[src/rtl/arb2_rr.sv]
// arb2_rr: two-requester round-robin arbiter producing a registered,
// strictly one-hot grant pair for a downstream 2-to-1 encoder.
// The owner-done strobe is named `rel` because `release` is a reserved word.
module arb2_rr #(
  parameter int unsigned HOLD_MAX = 15
) (
  input  logic clk,
  input  logic rst,
  input  logic req0,
  input  logic req1,
  input  logic rel,
  output logic gnt0,
  output logic gnt1,
  output logic busy,
  output logic timeout,
  output logic prio
);

  localparam int unsigned CW = $clog2(HOLD_MAX + 1);
  localparam logic [CW-1:0] LIMIT = CW'(HOLD_MAX);
  localparam logic [CW-1:0] ONE   = CW'(1);

  typedef enum logic [1:0] {
    IDLE = 2'd0,
    G0   = 2'd1,
    G1   = 2'd2
  } state_t;

  state_t        state, state_n;
  logic [CW-1:0] cnt, cnt_n;
  logic          at_lim;
  logic          to_n;
  logic          prio_n;

  // Next-state, hold-count and priority decision for the coming edge
  always_comb begin
    state_n = state;
    cnt_n   = cnt;
    to_n    = 1'b0;
    prio_n  = prio;
    at_lim  = (cnt == LIMIT);

    case (state)
      IDLE: begin
        if (req0 && (!req1 || !prio)) state_n = G0;
        else if (req1)                state_n = G1;
      end
      G0: begin
        if (rel || !req0 || at_lim) begin
          state_n = req1 ? G1 : IDLE;
          to_n    = at_lim && !rel && req0;
        end
      end
      G1: begin
        if (rel || !req1 || at_lim) begin
          state_n = req0 ? G0 : IDLE;
          to_n    = at_lim && !rel && req1;
        end
      end
      default: state_n = IDLE;
    endcase

    // Entry into a grant (from IDLE or by handoff) restarts the count at 1
    // and hands priority to the other requester.
    if (state_n == IDLE) begin
      cnt_n = '0;
    end else if (state_n != state) begin
      cnt_n  = ONE;
      prio_n = (state_n == G0);
    end else begin
      cnt_n = cnt + ONE;
    end
  end

  // State register; outputs are flopped from the next state so they are glitch-free
  always_ff @(posedge clk) begin
    if (rst) begin
      state   <= IDLE;
      cnt     <= '0;
      gnt0    <= 1'b0;
      gnt1    <= 1'b0;
      busy    <= 1'b0;
      timeout <= 1'b0;
      prio    <= 1'b0;
    end else begin
      state   <= state_n;
      cnt     <= cnt_n;
      gnt0    <= (state_n == G0);
      gnt1    <= (state_n == G1);
      busy    <= (state_n != IDLE);
      timeout <= to_n;
      prio    <= prio_n;
    end
  end

endmodule

[config.mk]
export PLATFORM = sky130hd
export DESIGN_NAME = arb2_rr
export DESIGN_NICKNAME = d
export VERILOG_FILES = /design/src/rtl/arb2_rr.sv
export SDC_FILE = /design/constraint.sdc
export NUM_CORES = 1
export LEC_CHECK = 0
export ABC_AREA = 1
export CAP_MARGIN = 20
export CORE_UTILIZATION = 46
export CTS_CLUSTER_DIAMETER = 60
export DETAILED_ROUTE_END_ITERATION = 6
export GPL_TIMING_DRIVEN = 0
export PLACE_DENSITY = 0.72
export SKIP_CTS_REPAIR_TIMING = 1
export SYNTH_ARGS = -nofsm -noshare
export SYNTH_HDL_FRONTEND = slang
export SYNTH_SLANG_ARGS = --single-unit
[constraint.sdc]
create_clock -name clk -period 1.55 [get_ports clk]
set_clock_uncertainty 0.05 [all_clocks]
set_input_delay 0.31 -clock clk [delete_from_list [all_inputs] [get_ports clk]]
set_output_delay 0.31 -clock clk [all_outputs]
set_load 0.01 [all_outputs]
==> run summary <==
The routed layout has 590 vias. The clock network power share was 19.5%; the routed length on met1 was 671 um. The run gives 71.13% as the utilization after layout. Prevailing post-synth register cell: sky130_fd_sc_hd__dfxtp_1. The sequential share of the synthesized area is 33.15%, and the number of global-route vias before repair is 454. After clock tree synthesis, the clock-pin slew on the worst setup and hold paths is 0.07 ns.

The die covers 1600 um^2. The setup slack after layout came out at -0.06889 ns. The most numerous cell type found on the critical path is sky130_fd_sc_hd__nand2_4.

The number of enable-type register cells in the synthesized netlist is 0, and the met3 wire length is 53 um. For this run the aggregate overflow at the end of global routing stands at 0. The fraction of power spent switching nets is 37.63%. In this run, flip-flops and latches consume 37.4% of the power. Worst hold margin: 0.4414 ns. Global routing consumed, over all layers together, 18.54% of the routing resources.

The floorplan step defined a core boundary enclosing 1318 um^2. The mapped cell area was 664.4 um^2. Cell type contributing the most total cell area after synthesis: sky130_fd_sc_hd__dfxtp_1.

The net count of the finished layout is 115. The critical hold path startpoint is req0. The routed design has 1537 um of wire. Setup repair after global routing could not meet its margin everywhere. The first routing iteration left 6 violations.

The tools report the origin of the worst setup path as cnt[0]. In this run the tightest slew margin relative to its limit is 78.46%. The pin count of the biggest net entering global routing is 8, and the clock sink total is 11. The path class of the lowest-slack min-delay path is in2reg.

The deepest level of the CTS H-tree is 1. The worst-case register-to-register setup slack was -0.07 ns; the data required time at the worst endpoint was 1.66 ns. The fraction of registers with async set/reset is 0%, and the largest fanout of any net on the critical path is 7. The run finished, with violations left.

Detailed placement ended at an HPWL of 942.4 um. For the count of cell types in the netlist, the log shows 21. The fraction of the cycle the final worst path needs was 104.4%. The highest cell delay on the worst timing path is 0.36 ns. The origin of the critical flop-to-flop path was cnt[0]. The run gives 0 as the final number of max-transition violations. The signal on the critical path passes through ha_4, nand3_4, nand3_2, nand2_2, nand3_2, nand2_4, nand2_4, nand2_4, nand2_4, nand2_2, nand2_1, nand2_1, nand2_1. The logs give 690.2 uV for the maximum VDD drop and 10 for the number of primary I/O pins.

For this run, the top clock speed supported by timing is 617.7 MHz. Clock tree synthesis inserted a total of 3 buffers. TritonCTS built the clock tree.

For the number of maximum-capacitance constraint violations, the log shows 0. The most common cell in the synthesized netlist is sky130_fd_sc_hd__nand2_1. For the initial antenna violation count, the log shows 0. The tools report the total power as 984.5 uW. Counting instances, the worst hold path has a depth of 4.

The final weighted congestion in routability-driven placement is 0.8191. In the routed layout, each cell is associated on average with a via count of 4.958. For this design the total switching power over the nets is 370.5 uW.

The post-route antenna net violation count was 0; the number of buffers on the longest clock path was 2. For this configuration, the core starts out at a cell density of 50.43%. For this design the static power due to leakage is 0.4249 nW. The cell-internal power came out at 614.0 uW.

After floorplanning, the core was divided into 13 placement rows. The number of antenna diodes in the final layout is 0. The minimum period implied by the final worst setup slack is 1.619 ns, and the count of state elements after synthesis is 11.

For the relative contribution of combinational cells to total power, the log shows 43.1%. Share of final-layout standard cells stronger than drive strength 1: 40.38%. The end of the critical path is prio. The area share of the leading cell type in the synthesized netlist works out to 33.15%.

Port buffering added 9 buffers. The commonest cells after synthesis are sky130_fd_sc_hd__nand2_1, sky130_fd_sc_hd__dfxtp_1, sky130_fd_sc_hd__inv_1. Before antenna repair, the detailed router went through 4 iterations. The run gives 96 as the synthesized net count.

The endpoint identified for the worst register-to-register timing path is prio. A synthesized cell averages 7.725 um^2. For the arrival time of the worst setup path, the log shows 1.73 ns. The buffer and inverter count on the worst path came out at 0. The number of remaining DRC errors came out at 0.

The die width was 40.01 um; the worst setup slack after placement was -0.3676 ns. The root buffer cell chosen for the clock tree is sky130_fd_sc_hd__clkbuf_4. STA classifies the critical path endpoint as a flop. The run gives 0 as the number of endpoints with negative hold slack in the final report.

The cell count after synthesis was 86. The Yosys step of the flow raised 0 warnings. The first global-routing pass estimated 1883 um of wire. In the post-synthesis netlist, the biggest area contributors are sky130_fd_sc_hd__dfxtp_1, sky130_fd_sc_hd__nand2_1, sky130_fd_sc_hd__ha_1, sky130_fd_sc_hd__nand2_4, sky130_fd_sc_hd__inv_1. The vertical die dimension is 40.01 um. Compared with the post-synthesis result, the final layout area differs by 41.05%.

In this run the number of cells on the critical path is 13. The path depth of the worst reg2reg path is 13. The filler cell count is 102, and the power density over the cells is 1051 nW/um^2. Highest routed metal layer: met4.

The kind of start point of the critical path is a flop. The final reports fail on setup timing. Broken down by cell family, the worst path's largest delay share belongs to simple AND/OR/NAND/NOR gates. In the final routed layout, each cell accounts on average for 12.92 um. Summed over all nets, wire length on met2 after detailed routing comes to 807 um. The latest clock arrival within the worst-skew pair came out at 0.27 ns.

The critical path's slowest cell is sky130_fd_sc_hd__dfxtp_4. Setup violations remaining at the end of the flow were counted as 6. The setup path with the least slack is of type reg2reg. For the pin with the worst max-slew slack, the measured transition is 0.3221 ns.
final cells by class:
class,count,area (um^2),share of cell area (%)
sequential,11,232.7,24.83
inverter,14,57.56,6.142
tap,15,18.77,2.003
clock buffer,4,26.28,2.804
multi-input combinational,61,466.7,49.80
timing repair buffer,14,135.1,14.42
layout by cell type (no fill, tap or decap), drive strengths merged:
master | Yosys | layout
xnor2 | 1 | 1
buf | 0 | 5
xor2 | 1 | 1
a21oi | 1 | 1
nand2 | 25 | 25
clkbuf | 0 | 4
inv | 14 | 14
nor3b | 1 | 1
nor2 | 8 | 8
ha | 5 | 5
clkdlybuf4s50 | 0 | 6
nor3 | 2 | 2
and3 | 1 | 1
o21ai | 2 | 2
dfxtp | 11 | 11
nand3 | 12 | 12
nand4 | 2 | 2
dlymetal6s2s | 0 | 3
state kept, by name (all words and copies together) (netlist names):
name     count
busy         1
gnt1         1
cnt          4
gnt0         1
state        2
timeout      1
prio         1
cell families after synthesis:
logic type                 synth area share, %
and+or+nand+nor                          42.94
buffers and inverters                    7.910
DFF                                      33.14
adders and majority gates                9.416
AOI/OAI and AO/OA                        3.954
xor gates and xnor gates                 2.637
layer usage:
layer  GRT usage (%)  vias to the layer above
met5               0                        -
met4           5.172                        0
met3           8.333                        2
met2           29.44                       13
met1           22.37                      268
li1                -                      307
how the worst min path moves through the flow:
stage                     to  slack, ns
floorplan           state[0]       0.32
global placement      cnt[0]       0.45
detailed placement    cnt[0]       0.45
CTS                   cnt[0]       0.47
global route         timeout       0.49
finish               timeout       0.44
per-stage QoR:
step / std cells / setup TNS (ns) / cell area (um^2)
2_1_floorplan: 86 / 0 / 665.6
4_1_cts: 114 / -0.4955 / 800.8
6_report: 119 / -0.2568 / 937.1
3_5_place_dp: 110 / -2.329 / 774.5
3_3_place_gp: 110 / -2.274 / 774.5
5_1_grt: 119 / -0.7091 / 937.1
power groups by stage:
stage	Combinational (mW)	Clock, mW	Sequential (mW)
after floorplan	0.224	0	0.360
after CTS	0.328	0.198	0.352
after detailed placement	0.325	0	0.358
after global placement	0.317	0	0.357
after global routing	0.463	0.215	0.370
final	0.424	0.192	0.368
worst reg2reg max path, cell delays in order (launching register included):
cell and delay, ns:
sky130_fd_sc_hd__dfxtp_4 0.36, sky130_fd_sc_hd__ha_4 0.18, sky130_fd_sc_hd__nand3_4 0.13, sky130_fd_sc_hd__nand3_2 0.09, sky130_fd_sc_hd__nand2_2 0.09, sky130_fd_sc_hd__nand3_2 0.09
sky130_fd_sc_hd__nand2_4 0.10, sky130_fd_sc_hd__nand2_4 0.08, sky130_fd_sc_hd__nand2_4 0.08, sky130_fd_sc_hd__nand2_4 0.05, sky130_fd_sc_hd__nand2_2 0.07, sky130_fd_sc_hd__nand2_1 0.05
sky130_fd_sc_hd__nand2_1 0.05, sky130_fd_sc_hd__nand2_1 0.04
Power figures use the tool's default switching activity.
